$ cat src/rtl/ci_pkg.sv
// rtl/ci_pkg.sv - shared types and defaults for the custom-instruction initiator
package ci_pkg;

  typedef enum logic [1:0] {
    IDLE,
    ISSUE,
    WAIT,
    HOLD
  } ci_state_t;

  localparam int CI_DATA_W          = 32;
  localparam int CI_TIMEOUT_DEFAULT = 1024;

endpackage

$ cat src/rtl/ci_timeout_ctr.sv
// rtl/ci_timeout_ctr.sv - WAIT-cycle watchdog counter; expired_o while count equals TIMEOUT_CYCLES
module ci_timeout_ctr
  import ci_pkg::*;
#(
  parameter int CNT_W          = 16,
  parameter int TIMEOUT_CYCLES = CI_TIMEOUT_DEFAULT
) (
  input  logic clk,
  input  logic rst_ni,
  input  logic clear_i,
  input  logic enable_i,
  output logic expired_o
);

  localparam logic [CNT_W-1:0] LIMIT = CNT_W'(TIMEOUT_CYCLES);

  logic [CNT_W-1:0] count_q;
  logic [CNT_W-1:0] count_d;

  // Parks at LIMIT so a stalled slave cannot wrap the count back to zero.
  always_comb begin
    count_d = count_q;
    if (clear_i) begin
      count_d = '0;
    end else if (enable_i && (count_q != LIMIT)) begin
      count_d = count_q + 1'b1;
    end
  end

  always_ff @(posedge clk or negedge rst_ni) begin
    if (!rst_ni) begin
      count_q <= '0;
    end else begin
      count_q <= count_d;
    end
  end

  assign expired_o = (count_q == LIMIT);

endmodule

$ cat src/rtl/ci_initiator.sv
// rtl/ci_initiator.sv - fabric-side master for the custom-instruction start/done handshake
// Optional response statistics counters: define CI_INITIATOR_STATS_EN.
module ci_initiator
  import ci_pkg::*;
#(
  parameter int DATA_W         = CI_DATA_W,
  parameter int TIMEOUT_CYCLES = CI_TIMEOUT_DEFAULT,
  parameter int CNT_W          = 16
) (
  input  logic              clk,
  input  logic              reset_n,
  input  logic              cmd_valid,
  output logic              cmd_ready,
  input  logic [DATA_W-1:0] cmd_dataa,
  input  logic [DATA_W-1:0] cmd_datab,
  output logic              rsp_valid,
  input  logic              rsp_ready,
  output logic [DATA_W-1:0] rsp_result,
  output logic              rsp_error,
  output logic              ci_clk_en,
  output logic              ci_start,
  output logic              ci_reset,
  output logic [DATA_W-1:0] ci_dataa,
  output logic [DATA_W-1:0] ci_datab,
  input  logic              ci_done,
  input  logic [DATA_W-1:0] ci_result
`ifdef CI_INITIATOR_STATS_EN
  ,
  input  logic              stat_clear,
  output logic [31:0]       stat_ops,
  output logic [15:0]       stat_timeouts
`endif
);

  ci_state_t         state_q;
  logic              cmd_ready_q;
  logic              rsp_valid_q;
  logic              rsp_error_q;
  logic [DATA_W-1:0] rsp_result_q;
  logic              ci_clk_en_q;
  logic              ci_start_q;
  logic              ci_reset_q;
  logic [DATA_W-1:0] ci_dataa_q;
  logic [DATA_W-1:0] ci_datab_q;
  logic              expired;

  ci_timeout_ctr #(
    .CNT_W         (CNT_W),
    .TIMEOUT_CYCLES(TIMEOUT_CYCLES)
  ) u_timeout (
    .clk      (clk),
    .rst_ni   (reset_n),
    .clear_i  (state_q == ISSUE),
    .enable_i (state_q == WAIT),
    .expired_o(expired)
  );

  always_ff @(posedge clk or negedge reset_n) begin
    if (!reset_n) begin
      state_q      <= IDLE;
      cmd_ready_q  <= 1'b1;
      rsp_valid_q  <= 1'b0;
      rsp_error_q  <= 1'b0;
      rsp_result_q <= '0;
      ci_clk_en_q  <= 1'b0;
      ci_start_q   <= 1'b0;
      ci_reset_q   <= 1'b0;
      ci_dataa_q   <= '0;
      ci_datab_q   <= '0;
    end else begin
      ci_start_q <= 1'b0;
      ci_reset_q <= 1'b0;
      case (state_q)
        IDLE: begin
          if (cmd_valid && cmd_ready_q) begin
            ci_dataa_q  <= cmd_dataa;
            ci_datab_q  <= cmd_datab;
            cmd_ready_q <= 1'b0;
            ci_start_q  <= 1'b1;
            ci_clk_en_q <= 1'b1;
            state_q     <= ISSUE;
          end
        end
        ISSUE: begin
          state_q <= WAIT;
        end
        WAIT: begin
          // A done pulse coinciding with expiry is a genuine completion.
          if (ci_done) begin
            rsp_result_q <= ci_result;
            rsp_error_q  <= 1'b0;
            rsp_valid_q  <= 1'b1;
            ci_clk_en_q  <= 1'b0;
            state_q      <= HOLD;
          end else if (expired) begin
            rsp_result_q <= '0;
            rsp_error_q  <= 1'b1;
            rsp_valid_q  <= 1'b1;
            ci_reset_q   <= 1'b1;
            ci_clk_en_q  <= 1'b0;
            state_q      <= HOLD;
          end
        end
        HOLD: begin
          if (rsp_ready) begin
            rsp_valid_q <= 1'b0;
            cmd_ready_q <= 1'b1;
            state_q     <= IDLE;
          end
        end
        default: state_q <= IDLE;
      endcase
    end
  end

  assign cmd_ready  = cmd_ready_q;
  assign rsp_valid  = rsp_valid_q;
  assign rsp_error  = rsp_error_q;
  assign rsp_result = rsp_result_q;
  assign ci_clk_en  = ci_clk_en_q;
  assign ci_start   = ci_start_q;
  assign ci_reset   = ci_reset_q;
  assign ci_dataa   = ci_dataa_q;
  assign ci_datab   = ci_datab_q;

`ifdef CI_INITIATOR_STATS_EN
  logic [31:0] stat_ops_q;
  logic [15:0] stat_timeouts_q;
  logic        rsp_hs;

  assign rsp_hs = rsp_valid_q && rsp_ready;

  // Clear outranks a same-cycle handshake.
  always_ff @(posedge clk or negedge reset_n) begin
    if (!reset_n) begin
      stat_ops_q      <= '0;
      stat_timeouts_q <= '0;
    end else if (stat_clear) begin
      stat_ops_q      <= '0;
      stat_timeouts_q <= '0;
    end else if (rsp_hs) begin
      stat_ops_q <= stat_ops_q + 32'd1;
      if (rsp_error_q && (stat_timeouts_q != 16'hFFFF)) begin
        stat_timeouts_q <= stat_timeouts_q + 16'd1;
      end
    end
  end

  assign stat_ops      = stat_ops_q;
  assign stat_timeouts = stat_timeouts_q;
`endif

endmodule

$ cat config.mk
export PLATFORM = sky130hd
export DESIGN_NAME = ci_initiator
export DESIGN_NICKNAME = d
export VERILOG_FILES = /design/src/rtl/ci_pkg.sv /design/src/rtl/ci_timeout_ctr.sv /design/src/rtl/ci_initiator.sv
export SDC_FILE = /design/constraint.sdc
export NUM_CORES = 1
export LEC_CHECK = 0
export BUFFER_PORTS_ARGS = -buffer_cell sky130_fd_sc_hd__clkbuf_2
export CORE_MARGIN = 8
export CORE_UTILIZATION = 40
export CTS_CLUSTER_DIAMETER = 60
export DETAILED_ROUTE_END_ITERATION = 16
export PLACE_DENSITY = 0.74
export SYNTH_ARGS = -nofsm -noshare
export SYNTH_HDL_FRONTEND = slang
export SYNTH_SLANG_ARGS = --single-unit
export TNS_END_PERCENT = 1
$ cat constraint.sdc
create_clock -name clk -period 3.6 [get_ports clk]
set_clock_uncertainty 0.1 [all_clocks]
set_input_delay 0.72 -clock clk [delete_from_list [all_inputs] [get_ports clk]]
set_output_delay 0.72 -clock clk [all_outputs]
set_load 0.05 [all_outputs]
==> reports/summary.txt <==
========================================================================================================
Status .................................................................................... finished clean
Die height ................................................................................       126 um
Clk_lat worst skew ........................................................................      0.41 ns
Floorplan Core Area .......................................................................  11,900 um^2
Number of antenna violations at the first check in global routing .........................            0
CP startpoint kind ........................................................................    flip-flop
Post-cts gate resize count ................................................................            0
Number of instances in the placed design ..................................................          672
Smallest hold slack .......................................................................     0.375 ns
Required time at the worst-slack endpoint .................................................      3.79 ns
Total DRC errors in the routed layout .....................................................            0
Largest cells by area after synthesis ..................................................... dfrtp_1, mux2_2, a22o_1
Drt via density ...........................................................................         5.00
Yosys warning count .......................................................................            0
Count of endpoints failing hold in the final timing report ................................            0
Area of the die ...........................................................................  15,800 um^2
Proportion of synthesized chip area in sequential cells ...................................        62.6%
Cell class contributing the biggest share of worst-path delay ............................. simple AND/OR/NAND/NOR gates
Count of maximum capacitance violations ...................................................            0
Buffers inserted by post-CTS timing repair ................................................            0
Standard cell with the maximum stage delay on the critical path ...........................       and3_2
Gate count of the mapped netlist ..........................................................          334
Global-route usage over all layers ........................................................        15.6%
Final setup violation count ...............................................................            0
Max Root-Sink Buffers .....................................................................            2
Total standard cell area after synthesis ..................................................    4800 um^2
Pre-Repair DR Iteration Count .............................................................            4
Buffering stage count on the worst path with inverters included ...........................            2
Final Max Slew Viols ......................................................................            0
CTS sink cnt ..............................................................................          120
Data arrival time at the worst-slack endpoint .............................................      2.51 ns
Commonest cells after routing, fill and taps aside ........................................ clkbuf_2, dfrtp_1, mux2_2
Area fraction of the dominant cell type after synthesis ...................................        62.1%
Number of storage elements in the synthesis netlist .......................................          120
Worst-case vdd ir drop ....................................................................     0.262 mV
Wirelength per Cell .......................................................................      16.8 um
DR vias ...................................................................................        3,521
Fmax ......................................................................................      430 MHz
Nets@finish ...............................................................................          652
Final TNS setup ...........................................................................         0 ns
Initial Utilization .......................................................................        40.4%
Fillers ...................................................................................          987
Biggest cell delay along the critical path ................................................      0.65 ns
RSZ-0062 raised after global routing ......................................................           no
Part of the cycle the worst path needs ....................................................        64.6%
Maximum fanout along the worst path .......................................................           38
Critical Path End Type ....................................................................    flip-flop
Post-cts hold buffer count ................................................................            0
Cell at the root of the clock tree ........................................................    clkbuf_16
Net count after synthesis .................................................................          442
Layout overhead on the synthesized area ...................................................        37.3%
Headroom to the max-slew limit ............................................................        34.0%
Routed wire length ........................................................................      11.8 mm
Power Dens Cells ..........................................................................  482 nW/um^2
Die outline width .........................................................................       126 um
Final Non-Filler Cells ....................................................................          704
Wire length of the first global-routing pass ..............................................      19.7 mm
Commonest non-fill, non-tap cell in the layout ............................................     clkbuf_2
Top-level I/O count .......................................................................          203
Final ANT Viol Nets .......................................................................            0
H-tree level count ........................................................................            4
Post-synthesis average cell area ..........................................................    14.4 um^2
Final HPWL from detailed placement ........................................................      8.78 mm
Vias in the first global route ............................................................        3,935
Cell type contributing the most total cell area after synthesis ...........................      dfrtp_1
Crit path cell chain ...................................................................... inv_1 > ha_1 > and3_2 > buf_12 > mux2_2
Worst hold-check path type ................................................................ primary input to async pin
Number of buffers added by the clock tree synthesis step ..................................           17
Final worst path period need ..............................................................      2.33 ns
Clock tree from TritonCTS .................................................................        built
Number of standard-cell rows in the floorplan .............................................           40
Pin count of the biggest net entering global routing ......................................           81
Leakage ...................................................................................   0.00365 uW
Slew of the pin with the lowest slew margin ...............................................     0.990 ns
Final weighted congestion in routability-driven placement .................................        0.732
DR iter-0 viols ...........................................................................          191
Class of the most critical setup path ..................................................... flip-flop to flip-flop
Count of unique library cells instantiated by Yosys .......................................           34
Count of buffers inserted at the top-level ports ..........................................          202
ANT cells .................................................................................            0
Total global routing overflow .............................................................            0
Ratio of cells with drive above 1 in the final layout .....................................        56.2%
Post-CTS clock slew at the launch and capture registers of the worst setup and hold paths .      0.05 ns
========================================================================================================
==> worst reg2reg max path: stages (launching register included) <==
cell and delay, ns:
dfrtp_1 0.41, inv_1 0.12, ha_1 0.22, and3_2 0.65, buf_12 0.32, mux2_2 0.39
==> where the power goes <==
part	leakage, uW	switching (uW)	internal [uW]
Combinational	0.00169	43.0	42.8
Clock	0.000290	607	1130
Sequential	0.00167	0	1350
Total	0.00365	650	2530
==> per-stage QoR <==
step	util, %	area [um^2]	total power [uW]	setup WS, ns
6_report	55.5	6590	3180	1.27
5_1_grt	55.5	6590	3280	1.11
4_1_cts	55.5	6590	3220	1.25
3_5_place_dp	50.3	5970	1460	1.18
3_3_place_gp	50.3	5970	1460	1.24
2_1_floorplan	-	4800	1380	1.42
==> cells by family (layout without fill, tap and decap cells) <==
logic type / after synthesis / in the layout / synth area share, %
adder cells (fa/ha/maj): 7 / 7 / 1.83
XOR/XNOR: 10 / 10 / 1.83
flip-flops: 120 / 120 / 62.6
AND/OR/NAND/NOR: 52 / 52 / 6.39
multiplexers: 67 / 67 / 15.7
AO/OA/AOI/OAI: 51 / 51 / 9.08
buffers and inverters: 27 / 250 / 2.58
==> worst paths after layout <==
check	from	endpoint	slack, ns	cells after the start
worst max-delay path	state_q[0]	ci_datab[2]	1.27	5
worst min-delay path	reset_n	rsp_error	0.37	1
worst max register to register	state_q[0]	ci_datab[2]	1.27	5
worst min register to register	rsp_result[3]	rsp_result[3]	0.40	1
max in group asynchronous	reset_n	ci_dataa[3]	2.23	2
min in group clk	rsp_result[3]	rsp_result[3]	0.40	1
==> sequential cells by signal (all words and copies together), names as in the netlist <==
name / cells
rsp_error: 1
ci_start: 1
cmd_ready: 1
rsp_result: 32
u_timeout.count_q: 16
state_q: 2
ci_clk_en: 1
ci_datab: 32
ci_dataa: 32
rsp_valid: 1
ci_reset: 1
==> synth_stat cells (all sizes together) <==
library cell / number
o32a: 1
clkbuf: 14
dfstp: 1
nand2: 10
nor4: 2
o31ai: 2
a21oi: 5
xnor2: 5
buf: 3
nor2b: 2
and2: 1
a22o: 35
or3: 1
or3b: 1
o21ai: 5
ha: 7
and4: 3
mux2: 65
mux2i: 2
nand4: 5
or4b: 1
nor2: 12
o21ba: 1
nand3: 3
dfrtp: 119
xor2: 5
inv: 10
and3: 5
o41ai: 2
or4: 6
==> layer usage <==
layer	routed length (um)	global-route usage [%]	up-vias	part of all wire [%]
met5	0	0	-	0
met4	264	7.88	0	2.2
met3	1070	7.86	21	9.1
met2	5770	24.6	138	49
met1	4700	17.1	1732	40
li1	-	-	1630	-
==> cell type report <==
class	count	area, um^2	area share (%)
repair buffers	208	1070	16.3
clock buffers	20	457	6.93
clock inverters	12	164	2.49
multi-input cells	187	1670	25.4
flip-flops and latches	120	3000	45.6
inverters	10	37.5	0.570
well taps	147	184	2.79
No activity file was read; power rests on OpenSTA's default activity.
